File: config.mk
export PLATFORM = sky130hd
export DESIGN_NAME = input_conditioner_bank
export DESIGN_NICKNAME = d
export VERILOG_FILES = /design/src/rtl/icb_pkg.sv /design/src/rtl/icb_channel.sv /design/src/rtl/input_conditioner_bank.sv
export SDC_FILE = /design/constraint.sdc
export NUM_CORES = 1
export LEC_CHECK = 0
export ABC_AREA = 1
export BUFFER_PORTS_ARGS = -buffer_cell sky130_fd_sc_hd__buf_4
export CAP_MARGIN = 20
export CORE_AREA = 2 2 170 172
export CTS_CLUSTER_DIAMETER = 120
export DETAILED_ROUTE_END_ITERATION = 12
export DIE_AREA = 0 0 172 174
export PLACE_DENSITY = 0.92
export SYNTH_ARGS = -nofsm -noshare
export SYNTH_HDL_FRONTEND = slang
export SYNTH_SLANG_ARGS = --single-unit
File: constraint.sdc
create_clock -name clk_i -period 2.74 [get_ports clk_i]
set_clock_uncertainty 0.05 [all_clocks]
set_input_delay 0.137 -clock clk_i [delete_from_list [all_inputs] [get_ports clk_i]]
set_output_delay 0.137 -clock clk_i [all_outputs]
set_load 0.005 [all_outputs]
File: src/rtl/icb_pkg.sv
// ============================================================================
//  Module   : icb_pkg
//  Brief    : Shared types and 100 MHz default timing for input_conditioner_bank.
//  Revision : 1.0  initial release
// ============================================================================
`default_nettype none

package icb_pkg;

    typedef enum logic [1:0] {
        ICB_IDLE = 2'd0,
        ICB_HELD = 2'd1,
        ICB_LONG = 2'd2
    } icb_state_t;

    localparam int unsigned ICB_DEBOUNCE_10MS = 1_000_000;
    localparam int unsigned ICB_LONG_1S       = 100_000_000;
    localparam int unsigned ICB_REPEAT_200MS  = 20_000_000;

endpackage

`default_nettype wire

File: src/rtl/icb_channel.sv
// ============================================================================
//  Module   : icb_channel
//  Brief    : One button: synchroniser, polarity fix, debounce, press/release/
//             long-press events; auto-repeat when ICB_AUTOREPEAT_EN is defined.
//  Revision : 1.0  initial release
// ============================================================================
`default_nettype none

module icb_channel
    import icb_pkg::*;
#(
    parameter int unsigned SYNC_STAGES     = 2,
    parameter int unsigned DEBOUNCE_CYCLES = ICB_DEBOUNCE_10MS,
    parameter int unsigned LONG_CYCLES     = ICB_LONG_1S,
`ifdef ICB_AUTOREPEAT_EN
    parameter int unsigned REPEAT_CYCLES   = ICB_REPEAT_200MS,
`endif
    parameter logic        ACT_LOW         = 1'b0
) (
    input  logic clk_i,
    input  logic rst_i,
    input  logic btn_i,
    output logic level_o,
    output logic press_o,
    output logic release_o,
    output logic long_o,
    output logic repeat_o
);

    localparam int unsigned c_DB_W   = $clog2(DEBOUNCE_CYCLES);
    localparam int unsigned c_HOLD_W = $clog2(LONG_CYCLES);
    localparam logic [c_DB_W-1:0]   c_DB_LAST   = c_DB_W'(DEBOUNCE_CYCLES - 1);
    localparam logic [c_HOLD_W-1:0] c_HOLD_LAST = c_HOLD_W'(LONG_CYCLES - 1);

    logic [SYNC_STAGES-1:0] r_sync;
    logic [c_DB_W-1:0]      r_db_cnt;
    logic [c_HOLD_W-1:0]    r_hold_cnt;
    logic                   r_level;
    logic                   r_press;
    logic                   r_release;
    logic                   r_long;
    icb_state_t             r_state;
    icb_state_t             w_state_nxt;
    logic                   w_s;
    logic                   w_diff;
    logic                   w_accept;
    logic                   w_rise;
    logic                   w_fall;
    logic                   w_long;

    // Reset loads the idle raw level so no edge is seen when reset releases
    always_ff @(posedge clk_i) begin
        if (rst_i) begin
            r_sync <= {SYNC_STAGES{ACT_LOW}};
        end else begin
            r_sync <= {r_sync[SYNC_STAGES-2:0], btn_i};
        end
    end

    assign w_s      = r_sync[SYNC_STAGES-1] ^ ACT_LOW;
    assign w_diff   = (w_s != r_level);
    assign w_accept = w_diff && (r_db_cnt == c_DB_LAST);
    assign w_rise   = w_accept && w_s;
    assign w_fall   = w_accept && !w_s;

    always_ff @(posedge clk_i) begin
        if (rst_i) begin
            r_db_cnt  <= '0;
            r_level   <= 1'b0;
            r_press   <= 1'b0;
            r_release <= 1'b0;
        end else begin
            r_press   <= w_rise;
            r_release <= w_fall;
            if (!w_diff) begin
                r_db_cnt <= '0;
            end else if (w_accept) begin
                r_db_cnt <= '0;
                r_level  <= w_s;
            end else begin
                r_db_cnt <= r_db_cnt + 1'b1;
            end
        end
    end

    // Release is tested first so it beats a threshold hit in the same cycle
    always_comb begin
        w_state_nxt = r_state;
        w_long      = 1'b0;
        case (r_state)
            ICB_IDLE: begin
                if (w_rise) begin
                    w_state_nxt = ICB_HELD;
                end
            end
            ICB_HELD: begin
                if (w_fall) begin
                    w_state_nxt = ICB_IDLE;
                end else if (r_hold_cnt == c_HOLD_LAST) begin
                    w_state_nxt = ICB_LONG;
                    w_long      = 1'b1;
                end
            end
            ICB_LONG: begin
                if (w_fall) begin
                    w_state_nxt = ICB_IDLE;
                end
            end
            default: begin
                w_state_nxt = ICB_IDLE;
            end
        endcase
    end

    always_ff @(posedge clk_i) begin
        if (rst_i) begin
            r_state    <= ICB_IDLE;
            r_hold_cnt <= '0;
            r_long     <= 1'b0;
        end else begin
            r_state <= w_state_nxt;
            r_long  <= w_long;
            if (w_rise) begin
                r_hold_cnt <= '0;
            end else if (r_state == ICB_HELD && w_state_nxt == ICB_HELD) begin
                r_hold_cnt <= r_hold_cnt + 1'b1;
            end
        end
    end

`ifdef ICB_AUTOREPEAT_EN
    localparam int unsigned c_REP_W = $clog2(REPEAT_CYCLES + 1);
    localparam logic [c_REP_W-1:0] c_REP_LAST = c_REP_W'(REPEAT_CYCLES - 1);

    logic [c_REP_W-1:0] r_rep_cnt;
    logic               r_repeat;

    always_ff @(posedge clk_i) begin
        if (rst_i) begin
            r_rep_cnt <= '0;
            r_repeat  <= 1'b0;
        end else begin
            r_repeat <= 1'b0;
            if (r_state == ICB_LONG && w_state_nxt == ICB_LONG) begin
                if (r_rep_cnt == c_REP_LAST) begin
                    r_rep_cnt <= '0;
                    r_repeat  <= 1'b1;
                end else begin
                    r_rep_cnt <= r_rep_cnt + 1'b1;
                end
            end else begin
                r_rep_cnt <= '0;
            end
        end
    end

    assign repeat_o = r_repeat;
`else
    assign repeat_o = 1'b0;
`endif

    assign level_o   = r_level;
    assign press_o   = r_press;
    assign release_o = r_release;
    assign long_o    = r_long;

endmodule

`default_nettype wire

File: src/rtl/input_conditioner_bank.sv
// ============================================================================
//  Module   : input_conditioner_bank
//  Brief    : N-channel push-button conditioner (clean levels + event pulses).
//             Define ICB_AUTOREPEAT_EN to enable repeat_o auto-repeat pulses.
//  Revision : 1.0  initial release
// ============================================================================
`default_nettype none

module input_conditioner_bank
    import icb_pkg::*;
#(
    parameter int unsigned      N_CH            = 6,
    parameter int unsigned      SYNC_STAGES     = 2,
    parameter int unsigned      DEBOUNCE_CYCLES = ICB_DEBOUNCE_10MS,
    parameter int unsigned      LONG_CYCLES     = ICB_LONG_1S,
    parameter int unsigned      REPEAT_CYCLES   = ICB_REPEAT_200MS,
    parameter logic [N_CH-1:0]  ACT_LOW_MASK    = N_CH'(1)
) (
    input  logic            clk_i,
    input  logic            rst_i,
    input  logic [N_CH-1:0] btn_i,
    output logic [N_CH-1:0] level_o,
    output logic [N_CH-1:0] press_o,
    output logic [N_CH-1:0] release_o,
    output logic [N_CH-1:0] long_o,
    output logic [N_CH-1:0] repeat_o
);

    for (genvar gi = 0; gi < N_CH; gi++) begin : g_ch
        icb_channel #(
            .SYNC_STAGES     (SYNC_STAGES),
            .DEBOUNCE_CYCLES (DEBOUNCE_CYCLES),
            .LONG_CYCLES     (LONG_CYCLES),
`ifdef ICB_AUTOREPEAT_EN
            .REPEAT_CYCLES   (REPEAT_CYCLES),
`endif
            .ACT_LOW         (ACT_LOW_MASK[gi])
        ) u_channel (
            .clk_i     (clk_i),
            .rst_i     (rst_i),
            .btn_i     (btn_i[gi]),
            .level_o   (level_o[gi]),
            .press_o   (press_o[gi]),
            .release_o (release_o[gi]),
            .long_o    (long_o[gi]),
            .repeat_o  (repeat_o[gi])
        );
    end

endmodule

`default_nettype wire

## Word level (Yosys, flattened, before mapping)

Index checks and enable logic that the tools add are counted.

- Add/sub/neg operators: 12
- Eq/ne operators: 36
- Muxes and demuxes: 36
- Bitwise logic cells: 13
- Reductions and logical operators: 59

Operators by type and width:

| cell | count |
|---|---|
| adder 27 x 1 -> 27 bit, second input constant | 6 |
| equality test 27 bit, second input constant | 6 |
| adder 20 x 1 -> 20 bit, second input constant | 6 |
| equality test 20 bit, second input constant | 6 |
| 2-to-1 mux 2 bit | 24 |
| case mux 2 bit (3 select lines) | 6 |
| OR reduction 3 bit | 12 |
| equality test 2 x 1 -> 1 bit, second input constant | 12 |
| logical AND 1 bit | 24 |
| NOT 1 bit | 13 |
| equality test 2 bit, second input constant | 6 |
| zero test 2 bit | 6 |
| AND reduction 2 bit | 6 |
| OR reduction 2 bit | 6 |
| 2-to-1 mux 1 bit | 6 |
| inequality test 1 bit | 6 |
| zero test 1 bit | 5 |

- Register bits after elaboration: 330
- Input bits: 8
- Logic and storage cells: 204

## Depth between registers and ports, before layout

Gate-level depths: netlist of run 1.

- Depth in word-level cells: 8
- Depth in mapped cells: 12
- Gate-level depth less buffers: 12

## Modules after synthesis

A second synthesis of run 1 with hierarchy kept.

- Cell total of the unflattened synthesis: 2,916
- Area total of the unflattened synthesis: 19,404.9 um2

By module, submodules not included:

| module | instances | cells an instance | area each (um2) |
|---|---|---|---|
| icb_channel (g_ch[1].u_channel ...) | 4 | 488 | 3,248.1 |
| icb_channel (g_ch[5].u_channel) | 1 | 489 | 3,283.1 |
| icb_channel (g_ch[0].u_channel) | 1 | 475 | 3,129.3 |

## Least setup slack after synthesis of run 1

No wires, ideal clock.

- Path type: reg-to-reg
- From: register g_ch[1].u_channel.r_hold_cnt[0]
- To: register g_ch[1].u_channel.r_hold_cnt[24]
- Arrival: 1,620 ps
- Setup slack: 951 ps
- Cell stages (with the launch flop): 10
- Path buffers: 1
- Clock period less this slack: 1,789 ps
- Path through: dfxtp_1 -> ha_1 -> nand3_1 -> nor2_1 -> nand2_1 -> nor2_1 -> nor2_2 -> buf_2 -> nand4_1 -> a21oi_1

- Cells in the longest elaborated chain, start to end: 6
- Elaborated cells between the ends (all ways): 7

Ends and longest elaborated chain:

| element | line | RTL |
|---|---|---|
| start, declared | icb_channel.sv:37 | `logic [c_HOLD_W-1:0] r_hold_cnt;` |
| start signal, assigned | icb_channel.sv:126 | `r_hold_cnt <= r_hold_cnt + 1'b1;` |
| equality test 27 bit | icb_channel.sv:99 | `end else if (r_hold_cnt == c_HOLD_LAST) begin` |
| 2-to-1 mux 2 bit | icb_channel.sv:99 |  |
| 2-to-1 mux 2 bit | icb_channel.sv:97 | `if (w_fall) begin` |
| case mux 2 bit (3 select lines) | icb_channel.sv:90 | `case (r_state)` |
| equality test 2 x 1 -> 1 bit | icb_channel.sv:125 | `end else if (r_state == ICB_HELD && w_state_nxt == ICB_HELD) begin` |
| logical AND 1 bit | icb_channel.sv:125 |  |

Parallel ways exist; a longest one is shown, timed or not.
A chain may end at the register's enable or synchronous reset.

## Worst setup path after layout of run 1

- From: register g_ch[2].u_channel.r_hold_cnt[0]
- To: register g_ch[2].u_channel.r_hold_cnt[0]

- Cells in the longest elaborated chain, start to end: 6
- Elaborated cells between the ends (all ways): 7

Ends and longest elaborated chain:

| element | line |
|---|---|
| start, declared | icb_channel.sv:37 |
| start signal, assigned | icb_channel.sv:126 |
| equality test 27 bit | icb_channel.sv:99 |
| 2-to-1 mux 2 bit | icb_channel.sv:99 |
| 2-to-1 mux 2 bit | icb_channel.sv:97 |
| case mux 2 bit (3 select lines) | icb_channel.sv:90 |
| equality test 2 x 1 -> 1 bit | icb_channel.sv:125 |
| logical AND 1 bit | icb_channel.sv:125 |

Parallel ways exist; a longest one is shown, timed or not.

==> run_results.csv, run 1 <==
group,metric,value,unit
critical_path,worst-setup-path-type,"reg2reg",
detailed_routing,ant_nets,0,
yosys,ys_top_cells_by_area,"dfxtp_1 (35%), nand2_1 (17%), nor2_1 (9.0%), inv_1 (5.0%), a21oi_1 (4.7%)",
timing,max_freq,0.402,GHz
yosys,synth.top_cell.area_share,0.345,
clock_tree,worstSkewPairLatency,0.53,ns
power,power.net_switching,2.05,mW
clock_tree,cts-htree-levels,2,
critical_path,critical_path.slowest_cell,"nor2_2",
critical_path,crit_path_start_kind,"flop",
power,power_leakage,7.11,nW
yosys,ys_seq_elements,330,
yosys,syn_inst,2929,
timing,grt_setup_unrepaired,"false",
clock_tree,clock_path_buffers,3,
power,total_power,9.96,mW
die,floorplan.io_pins,38,
timing,finalWorstPathRequiredPeriod,2.49,ns
detailed_routing,first_pass_iters,6,
detailed_routing,routed_via_density,5.64,
yosys,synth_cell_types,42,
hold_path,hold-path-cell-count,4,
critical_path,worst-path-max-fanout,27,
place,post_detailed_placement_half_perimeter_wirelength,31.0,mm
clock_tree,clkSlewWorstSetupHoldPaths,0.06,ns
clock_tree,cts_setup_buffers,0,
die,die-area,0.0299,sq mm
timing,tns,0,ns
global_route,grt_overflow_total,0,
flow_run,total_of_max_cap_violations,0,
critical_path,r2r_start,"g_ch[2].u_channel.r_hold_cnt[0]$_SDFFE_PP0P_",
critical_path,endpoint_kind,"flop",
final_layout,area_growth_from_synthesis_to_layout,7.86,%
yosys,yosys.area.top_type,"dfxtp_1",
power,max-vdd-ir-drop,0.468,mV
die,placement_rows,62,
power,power.share.clock,0.503,
yosys,ys.warnings.count,0,
power,proportion_of_power_drawn_by_combinational_gates,0.013,
critical_path,cp_data_required_time,3.13,ns
final_layout,final_antenna_diode_count,0,
die,die_width,172,um
final_layout,layout.cells.most_common,"nand2_1",
final_layout,drive_above_1_share,0.0820,
timing,hold_viol,0,
detailed_routing,drt_iter0_markers,1872,
clock_tree,cts_sinks,330,
power,power.density_cell_area,483,mW/mm^2
timing,setup_viol,0,
timing,worst_slew_pin_slew,1.10,ns
global_route,grt_pass1_vias,17600,
clock_tree,tritoncts,"done",
critical_path,worst_r2r_endpoint,"g_ch[2].u_channel.r_hold_cnt[0]$_SDFFE_PP0P_",
status,status,"completed",
yosys,combined_area_of_all_synthesized_cells,0.0191,sq mm
global_route,grt_pass1_wl,76.5,mm
hold_path,worst_hold_path_ep,"g_ch[2].u_channel.r_sync[0]$_SDFF_PP0_",
detailed_routing,num_vias,18800,
place,gp_routability_congestion,0.965,
global_route,antenna_found_initial,0,
timing,fin_crit_sh,0.909,
detailed_routing,drt-wirelength-per-cell,13.4,um
yosys,ffs_w_async_s_r_synth,0,
power,cell_internal_pwr,7.91,mW
timing,timing.slew.headroom,0.266,
detailed_routing,routed_wl,44.7,mm
critical_path,timing.reg2reg.worst_path_depth,8,
global_route,globalRouteTotalUtil,0.296,
yosys,post_synth.cell_area_avg,6.53,sq um
die,vertical_die_dimension,174,um
yosys,ys.flop_type,"dfxtp_1",
critical_path,cpMostUsedCell,"nor2_1",
global_route,grt_max_degree,30,
yosys,synth_edf_count,0,
die,initial_utilization,0.677,
critical_path,critical_path_arrival,2.88,ns
place,port-buffer-count,31,
critical_path,critical_path.cell_chain,"ha_1, nand3_1, nor2_1, nand2_1, nor2_1, nor2_2, nand4_1, a21oi_1",
timing,final_max_slew_viol_count,0,
power,p_sw_frac,0.206,
clock_tree,numCtsBuffers,37,
yosys,synth.yosys.seq_area_share,0.345,
hold_path,min_path_type,"in2reg",
power,seq_power_share,0.484,
hold_path,hold_path.startpoint,"btn_i[2]",
critical_path,cp_slowest_stage_delay,0.81,ns
final_layout,finish.net_count,2947,
die,design.core.area,0.0282,sq mm
clock_tree,root_buffer,"clkbuf_16",
critical_path,launch_point_of_the_critical_path,"g_ch[2].u_channel.r_hold_cnt[0]$_SDFFE_PP0P_",
final_layout,mostFrequentLayoutCells,"nand2_1 (864), nor2_1 (458), dfxtp_1 (330)",
critical_path,regToRegSetupSlack,0.25,ns
detailed_routing,drc,0,
-- what timing repair did --
item	in CTS	in global routing
gates resized for setup	0	0
endpoints found under the hold margin	11	0
hold buffers	8	0
-- synth_stat cells, types with 10 or more instances --
master	instances
nand2_1	864
nor2_1	458
dfxtp_1	330
inv_1	257
a21oi_1	178
nand3_1	166
nand4_1	126
nor3_1	75
xor2_1	63
xnor2_1	59
nand3b_1	43
a21oi_2	40
nand2_2	35
buf_2	32
buf_4	32
o21ai_0	22
clkbuf_1	20
nor2_2	15
nor3b_1	14
buf_6	12
ha_1	12
inv_2	11
or2_2	10
-- sequential cells by signal, summed over array words and instances, names as in the netlist --
register	flops
g_ch.u_channel.press_o	6
g_ch.u_channel.r_sync	12
g_ch.u_channel.r_hold_cnt	162
g_ch.u_channel.long_o	6
g_ch.u_channel.r_db_cnt	120
g_ch.u_channel.level_o	6
g_ch.u_channel.r_state	12
g_ch.u_channel.release_o	6
-- final cells by class --
type	instances	area, sq um
Sequential cell	330	6610
Tap cell	384	480
Fill cell	2214	7610
Clock inverter	10	136
Inverter	268	1010
Multi-Input combinational cell	2235	10800
Clock buffer	54	1100
Timing Repair Buffer	55	457
-- worst max-delay path, delay by kind of cell (launching register included) --
kind | cells | cell delay (ns)
and+or+nand+nor | 6 | 1.45
DFF | 1 | 0.38
adders and majority gates | 1 | 0.31
AOI/OAI and AO/OA | 1 | 0.20
-- worst max path at each step --
stage / end / slack, ns
5_1_grt: g_ch[2].u_channel.r_hold_cnt[0]$_SDFFE_PP0P_ / 0.02
2_1_floorplan: g_ch[1].u_channel.r_hold_cnt[24]$_SDFFE_PP0P_ / 0.95
3_3_place_gp: g_ch[1].u_channel.r_hold_cnt[7]$_SDFFE_PP0P_ / 0.47
6_report: g_ch[2].u_channel.r_hold_cnt[0]$_SDFFE_PP0P_ / 0.25
3_5_place_dp: g_ch[2].u_channel.r_hold_cnt[10]$_SDFFE_PP0P_ / 0.33
4_1_cts: g_ch[2].u_channel.r_hold_cnt[0]$_SDFFE_PP0P_ / 0.27
-- routing by layer --
metal  GRT usage  vias to the layer above  routed length, um
li1            -                     9385                  -
met1       0.372                     8641              19100
met2       0.516                      653              21700
met3      0.0408                      133               2620
met4       0.103                        0               1300
met5           0                        -                  0
-- through the flow --
stage	utilization	instances	area [sq um]	setup WS (ns)	hold WS (ns)
after global placement	0.683	3262	19300	0.466	0.272
after global routing	0.731	3336	20600	0.0224	0.336
after CTS	0.730	3334	20600	0.275	0.296
after floorplan	-	2934	19100	0.951	0.191
after detailed placement	0.683	3262	19300	0.326	0.274
final	0.731	3336	20600	0.250	0.300
-- power by group through the flow --
| stage | Sequential (mW) | Clock (mW) | Combinational [mW] |
|---|---|---|---|
| after global routing | 4.81 | 5.28 | 0.145 |
| after floorplan | 4.92 | 0 | 0.0929 |
| final | 4.82 | 5.01 | 0.133 |
| after detailed placement | 4.92 | 0 | 0.122 |
| after global placement | 4.92 | 0 | 0.119 |
| after CTS | 4.82 | 5.07 | 0.132 |
-- kinds of logic after synthesis --
logic type | synth area share
other | 0.000196
XOR/XNOR | 0.0559
AO/OA/AOI/OAI | 0.0761
flip-flops | 0.345
buffers and inverters | 0.0886
adder cells (fa/ha/maj) | 0.00785
AND/OR/NAND/NOR | 0.426
No activity file was read; power rests on OpenSTA's default activity.
==> run 2, diff against run 1 <==
Settings changed: ABC_AREA 1 to 0, CORE_AREA 2 2 170 172 to 2 2 158 160, DIE_AREA 0 0 172 174 to 0 0 160 162, GPL_ROUTABILITY_DRIVEN set to 0, PLACE_DENSITY 0.92 to 0.91, SLEW_MARGIN set to 20.
==> run_results.csv, run 2 <==
group,metric,value,unit
global_route,grt_overflow_total,0,
place,pre_cts_ws,0.191,ns
clock_tree,tritoncts,"done",
clock_tree,clkSlewWorstSetupHoldPaths,0.06,ns
power,power.net_switching,2.06,mW
critical_path,r2r_start,"g_ch[3].u_channel.r_db_cnt[7]$_SDFF_PP0_",
yosys,combined_area_of_all_synthesized_cells,0.0163,sq mm
timing,max_freq,0.399,GHz
final_layout,fillers,1731,
final_layout,max_flop_register,"g_ch.u_channel.r_hold_cnt",
final_layout,area_growth_from_synthesis_to_layout,10.3,%
yosys,synth_most_common_cell,"dfxtp_1",
clock_tree,cts_setup_buffers,0,
final_layout,finish.net_count,1961,
power,power.share.clock,0.504,
global_route,grt_pass1_wl,63.3,mm
detailed_routing,drt-wirelength-per-cell,16.2,um
critical_path,timing.reg2reg.worst_path_depth,5,
global_route,grt_max_degree,65,
clock_tree,worstSkewPairLatency,0.52,ns
status,status,"completed",
global_route,globalRouteMet3Util,0.0350,
global_route,grt_pass1_vias,14100,
clock_tree,clock_path_buffers,3,
die,vertical_die_dimension,162,um
timing,final_max_slew_viol_count,0,
final_layout,final_antenna_diode_count,0,
power,proportion_of_power_drawn_by_combinational_gates,0.013,
die,die_width,160,um
detailed_routing,drt_iter0_markers,1451,
yosys,syn_inst,1939,
global_route,globalRouteTotalUtil,0.279,
yosys,most_instantiated_cells_after_synthesis,"dfxtp_1 (330), nor2_1 (195), nand2_1 (158)",
power,seq_power_share,0.483,
die,floorplan.io_pins,38,
critical_path,regToRegSetupSlack,0.23,ns
timing,timing.slew.headroom,0.303,
yosys,post_synth.cell_area_avg,8.42,sq um
power,cell_internal_pwr,7.91,mW
detailed_routing,routed_wl,37.1,mm
critical_path,worst_setup_path_endpoint,"g_ch[3].u_channel.r_state[0]$_SDFF_PP0_",
critical_path,worst_r2r_endpoint,"g_ch[3].u_channel.r_state[0]$_SDFF_PP0_",
yosys,synth.top_cell.area_share,0.405,
detailed_routing,num_vias,14800,
detailed_routing,ant_nets,0,
yosys,ys_seq_elements,330,
final_layout,drive_above_1_share,0.0788,
critical_path,worst-setup-path-type,"reg2reg",
final_layout,finish.instance_area,0.0180,sq mm
global_route,global_route.usage.met1,0.355,
final_layout,seqCellArea,0.00661,sq mm
final_layout,largest_register_ff_count,162,
yosys,synth_cell_types,62,
critical_path,critical_path_arrival,2.87,ns
detailed_routing,first_pass_iters,6,
yosys,synth.yosys.seq_area_share,0.405,
die,die-area,0.0259,sq mm
clock_tree,cts_sinks,330,
die,initial_utilization,0.677,
critical_path,cp_slowest_stage_delay,0.59,ns
clock_tree,numCtsBuffers,36,
power,max-vdd-ir-drop,0.586,mV
critical_path,launch_point_of_the_critical_path,"g_ch[3].u_channel.r_db_cnt[7]$_SDFF_PP0_",
detailed_routing,drc,0,
timing,setup_viol,0,
detailed_routing,routed_via_density,6.48,
power,p_sw_frac,0.206,
timing,grt_setup_unrepaired,"false",
die,design.core.area,0.0241,sq mm
critical_path,critical_path.slowest_cell,"nor4_4",
hold_path,min_path_type,"in2reg",
timing,worst_slew_pin_slew,1.05,ns
yosys,ys_top_cells_by_area,"dfxtp_1 (40%), or4_1 (4.8%), nor2_1 (4.5%), a21oi_1 (3.9%), xnor2_1 (3.8%)",
power,power.density_cell_area,554,mW/mm^2
yosys,ys.flop_type,"dfxtp_1",
critical_path,timing.critical_path.max_delay_family,"simple AND/OR/NAND/NOR gates",
timing,hold_viol,0,
timing,final_critical_path_setup_slack,0.233,ns
final_layout,layoutNonFillerInstCount,2291,
critical_path,worstSetupPathDepth,5,
flow_run,total_of_max_cap_violations,0,
die,placement_rows,57,
critical_path,critPathBufInv,0,
final_layout,registers_with_the_most_flip_flops,"g_ch.u_channel.r_hold_cnt x162, g_ch.u_channel.r_db_cnt x120",
final_layout,layout.cells.most_common,"dfxtp_1",
critical_path,crit_path_start_kind,"flop",
yosys,ffs_w_async_s_r_synth,0,
place,place.detailed.instances,2221,
critical_path,cp_data_required_time,3.10,ns
clock_tree,cts-htree-levels,2,
clock_tree,root_buffer,"clkbuf_16",
place,post_detailed_placement_half_perimeter_wirelength,23.8,mm
power,power_leakage,5.62,nW
critical_path,critical_path.cell_chain,"or4b_4, nor4_4, nand2_4, or3_1, a2111oi_2",
global_route,grt.busiest_layer,"met2",
yosys,ys.warnings.count,0,
timing,tns,0,ns
final_layout,multi_input_comb_area,0.00906,sq mm
final_layout,mostFrequentLayoutCells,"dfxtp_1 (330), nor2_1 (195), nand2_1 (158)",
critical_path,endpoint_kind,"flop",
place,dpl-instance-area,0.0167,sq mm
timing,fin_crit_sh,0.915,
global_route,antenna_found_initial,0,
yosys,yosys.area.top_type,"dfxtp_1",
timing,fin_worst_hold_slack,0.106,ns
critical_path,worst-path-max-fanout,10,
global_route,fraction_of_met2_tracks_used_by_global_routing,0.487,
yosys,synth_edf_count,0,
place,port-buffer-count,31,
timing,finalWorstPathRequiredPeriod,2.51,ns
run 2: power by group through the flow:
stage	Clock [mW]	Sequential (mW)	Combinational, mW
after floorplan	0	4.92	0.0905
after global routing	5.28	4.81	0.145
after CTS	5.10	4.81	0.131
after global placement	0	4.92	0.121
final	5.02	4.82	0.132
after detailed placement	0	4.92	0.123
run 2: cell type report:
cell class,instances,share of cell area
sequential,330,0.367
clock buffer,47,0.0558
inverter,23,0.00480
multi-input combinational,1478,0.503
clock inverter,17,0.0127
timing repair buffer,72,0.0337
tap,324,0.0225
run 2: what timing repair did:
action,in CTS,in global routing
hold endpoints to repair,6,0
hold buffers,6,0
resized for setup,0,1
endpoints found under the setup margin,0,7
run 2: metrics by stage:
step / total power [mW] / utilization
after floorplan: 5.01 / -
after global placement: 5.04 / 0.693
after detailed placement: 5.04 / 0.693
after CTS: 10.0 / 0.746
after global routing: 10.2 / 0.747
final: 9.97 / 0.747
run 2: logic make-up after synthesis:
logic type	Yosys count	synth area share
compound gates	351	0.138
xor+xnor	115	0.0617
fa+ha+maj	12	0.00920
buf+inv	136	0.0416
flops	330	0.405
mux	13	0.00797
other cells	1	0.000230
simple gates	981	0.336
run 2: how the worst min path moves through the flow:
stage / start / end / slack [ns] / cells past startpoint
final: rst_i / g_ch[0].u_channel.release_o$_SDFF_PP0_ / 0.11 / 2
after floorplan: btn_i[0] / g_ch[0].u_channel.r_sync[0]$_SDFF_PP1_ / 0.19 / 1
after CTS: rst_i / g_ch[4].u_channel.r_sync[0]$_SDFF_PP0_ / 0.09 / 2
after global routing: rst_i / g_ch[4].u_channel.r_sync[0]$_SDFF_PP0_ / 0.15 / 2
after detailed placement: btn_i[0] / g_ch[0].u_channel.r_sync[0]$_SDFF_PP1_ / 0.28 / 2
after global placement: btn_i[0] / g_ch[0].u_channel.r_sync[0]$_SDFF_PP1_ / 0.27 / 2
run 2: routing by layer:
| layer | routed length [um] | vias to the layer above |
|---|---|---|
| met5 | 0 | - |
| met4 | 952 | 0 |
| met3 | 1870 | 86 |
| met2 | 18000 | 490 |
| met1 | 16200 | 7038 |
| li1 | - | 7230 |
==> run 3, diff against run 2 <==
Settings changed: CELL_PAD_IN_SITES_DETAIL_PLACEMENT set to 0, CELL_PAD_IN_SITES_GLOBAL_PLACEMENT set to 1, CORE_AREA 2 2 158 160 to 2 2 181 183, DIE_AREA 0 0 160 162 to 0 0 183 185, PLACE_DENSITY 0.91 to 0.9, TNS_END_PERCENT set to 100.
==> run_results.csv, run 3 (synthesis gave the netlist of run 2 again) <==
group,metric,value,unit
final_layout,finish.net_count,1975,
final_layout,drive_above_1_share,0.0872,
status,status,"completed",
power,power_leakage,5.72,nW
global_route,antenna_found_initial,1,
clock_tree,cts-htree-levels,2,
critical_path,worstSetupPathDepth,6,
detailed_routing,ant_nets,0,
clock_tree,numCtsBuffers,39,
power,max-vdd-ir-drop,0.343,mV
critical_path,worst-setup-path-type,"reg2reg",
critical_path,endpoint_kind,"flop",
die,design.core.area,0.0320,sq mm
detailed_routing,first_pass_iters,5,
detailed_routing,drc,0,
critical_path,critical_path_arrival,2.80,ns
clock_tree,tritoncts,"done",
final_layout,mostFrequentLayoutCells,"dfxtp_1 (330), nor2_1 (195), nand2_1 (158)",
timing,worst_slew_pin_slew,1.02,ns
critical_path,cpMostUsedCell,"or3_1",
hold_path,min_path_type,"in2reg",
timing,fin_crit_sh,0.892,
place,pre_cts_ws,0.321,ns
clock_tree,clock_path_buffers,3,
critical_path,r2r_start,"g_ch[5].u_channel.r_db_cnt[0]$_SDFF_PP0_",
critical_path,timing.critical_path.max_delay_family,"simple AND/OR/NAND/NOR gates",
global_route,grt_max_degree,55,
critical_path,critical_path.slowest_cell,"or3_1",
clock_tree,cts_sinks,330,
global_route,grt_pass1_vias,13200,
global_route,globalRouteMet3Util,0.0324,
final_layout,registers_with_the_most_flip_flops,"g_ch.u_channel.r_hold_cnt x162, g_ch.u_channel.r_db_cnt x120",
die,initial_utilization,0.509,
detailed_routing,routed_via_density,5.96,
timing,finalWorstPathRequiredPeriod,2.44,ns
global_route,grt_overflow_total,0,
final_layout,largest_register_ff_count,162,
global_route,grt.busiest_layer,"met2",
timing,tns,0,ns
place,port-buffer-count,31,
critical_path,critical_path.cell_chain,"ha_1, and4_1, nand4_1, or3_1, or3_1, a2111oi_2",
final_layout,max_flop_register,"g_ch.u_channel.r_hold_cnt",
power,total_power,10.3,mW
timing,timing.slew.headroom,0.317,
hold_path,hold-path-cell-count,2,
clock_tree,clkSlewWorstSetupHoldPaths,0.06,ns
critical_path,crit_path_start_kind,"flop",
final_layout,layout.cells.most_common,"dfxtp_1",
global_route,fraction_of_met2_tracks_used_by_global_routing,0.356,
flow_run,total_of_max_cap_violations,0,
die,vertical_die_dimension,185,um
critical_path,cp_data_required_time,3.09,ns
detailed_routing,routed_wl,35.5,mm
die,floorplan.io_pins,38,
die,die-area,0.0339,sq mm
critical_path,regToRegSetupSlack,0.30,ns
critical_path,critPathBufInv,0,
timing,final_max_slew_viol_count,0,
timing,setup_viol,0,
clock_tree,worstSkewPairLatency,0.53,ns
detailed_routing,drt-wirelength-per-cell,14.8,um
die,placement_rows,66,
final_layout,area_growth_from_synthesis_to_layout,12.0,%
critical_path,timing.reg2reg.worst_path_depth,6,
critical_path,cp_slowest_stage_delay,0.52,ns
timing,max_freq,0.409,GHz
final_layout,finalCoreUtilization,0.570,
detailed_routing,num_vias,14200,
global_route,globalRouteTotalUtil,0.210,
timing,final_critical_path_setup_slack,0.296,ns
power,power.density_cell_area,561,mW/mm^2
critical_path,worst-path-max-fanout,7,
hold_path,hold_path.startpoint,"rst_i",
timing,grt_setup_unrepaired,"false",
clock_tree,cts_setup_buffers,0,
final_layout,final_antenna_diode_count,0,
global_route,grt_pass1_wl,61.4,mm
timing,hold_viol,0,
critical_path,launch_point_of_the_critical_path,"g_ch[5].u_channel.r_db_cnt[0]$_SDFF_PP0_",
detailed_routing,drt_iter0_markers,922,
global_route,global_route.usage.met1,0.279,
place,post_detailed_placement_half_perimeter_wirelength,23.9,mm
clock_tree,root_buffer,"clkbuf_16",
final_layout,fillers,2951,
die,die_width,183,um
==> run 3: cell types whose count changed in the layout (fill, tap and decap cells not counted), moves of 2 or more <==
cell,previous run,this run
buf_4,62,74
clkbuf_16,37,40
clkbuf_8,4,9
clkinvlp_4,3,1
==> run 3: path summary, 6_finish.rpt <==
path / endpoint
max: g_ch[5].u_channel.r_state[0]$_SDFF_PP0_
min: g_ch[0].u_channel.release_o$_SDFF_PP0_
max reg2reg: g_ch[5].u_channel.r_state[0]$_SDFF_PP0_
min reg2reg: g_ch[0].u_channel.r_sync[1]$_SDFF_PP1_
==> run 3: routing by layer <==
metal,vias to the layer above,share of wire
li1,7240,-
met1,6742,0.48
met2,209,0.47
met3,49,0.037
met4,2,0.018
met5,-,0.00037
==> run 3: report_power, final <==
part	internal (mW)	switching, mW	total, mW
sequential	4.81	0.00614	4.82
clock	3.30	2.01	5.31
combinational	0.0413	0.0961	0.137
==> run 3: area by class of cell <==
type	instances	area, sq um	area share
Clock buffer	54	1140	0.0626
Clock inverter	15	196	0.0107
Inverter	23	86.3	0.00472
Multi-Input combinational cell	1478	9060	0.496
Sequential cell	330	6610	0.361
Tap cell	408	510	0.0279
Timing Repair Buffer	83	676	0.0370
==> run 3: what timing repair did <==
action | in CTS | in global routing
endpoints found under the hold margin | 6 | 0
hold buffers | 6 | 0
gates resized for setup | 0 | 0
==> run 3: worst register-to-register path, delay by kind of cell (launching register included) <==
family / cells / cell delay, ns
and+or+nand+nor: 4 / 1.34
DFF: 1 / 0.36
adders and majority gates: 1 / 0.24
AOI/OAI and AO/OA: 1 / 0.35
==> run 3: through the flow <==
| step | std cells | hold slack [ns] | cell area (sq um) |
|---|---|---|---|
| 2_1_floorplan | 1944 | 0.191 | 16300 |
| 3_3_place_gp | 2316 | 0.275 | 16900 |
| 3_5_place_dp | 2316 | 0.273 | 16900 |
| 4_1_cts | 2391 | 0.00590 | 18300 |
| 5_1_grt | 2391 | 0.0547 | 18300 |
| 6_report | 2391 | 0.0211 | 18300 |
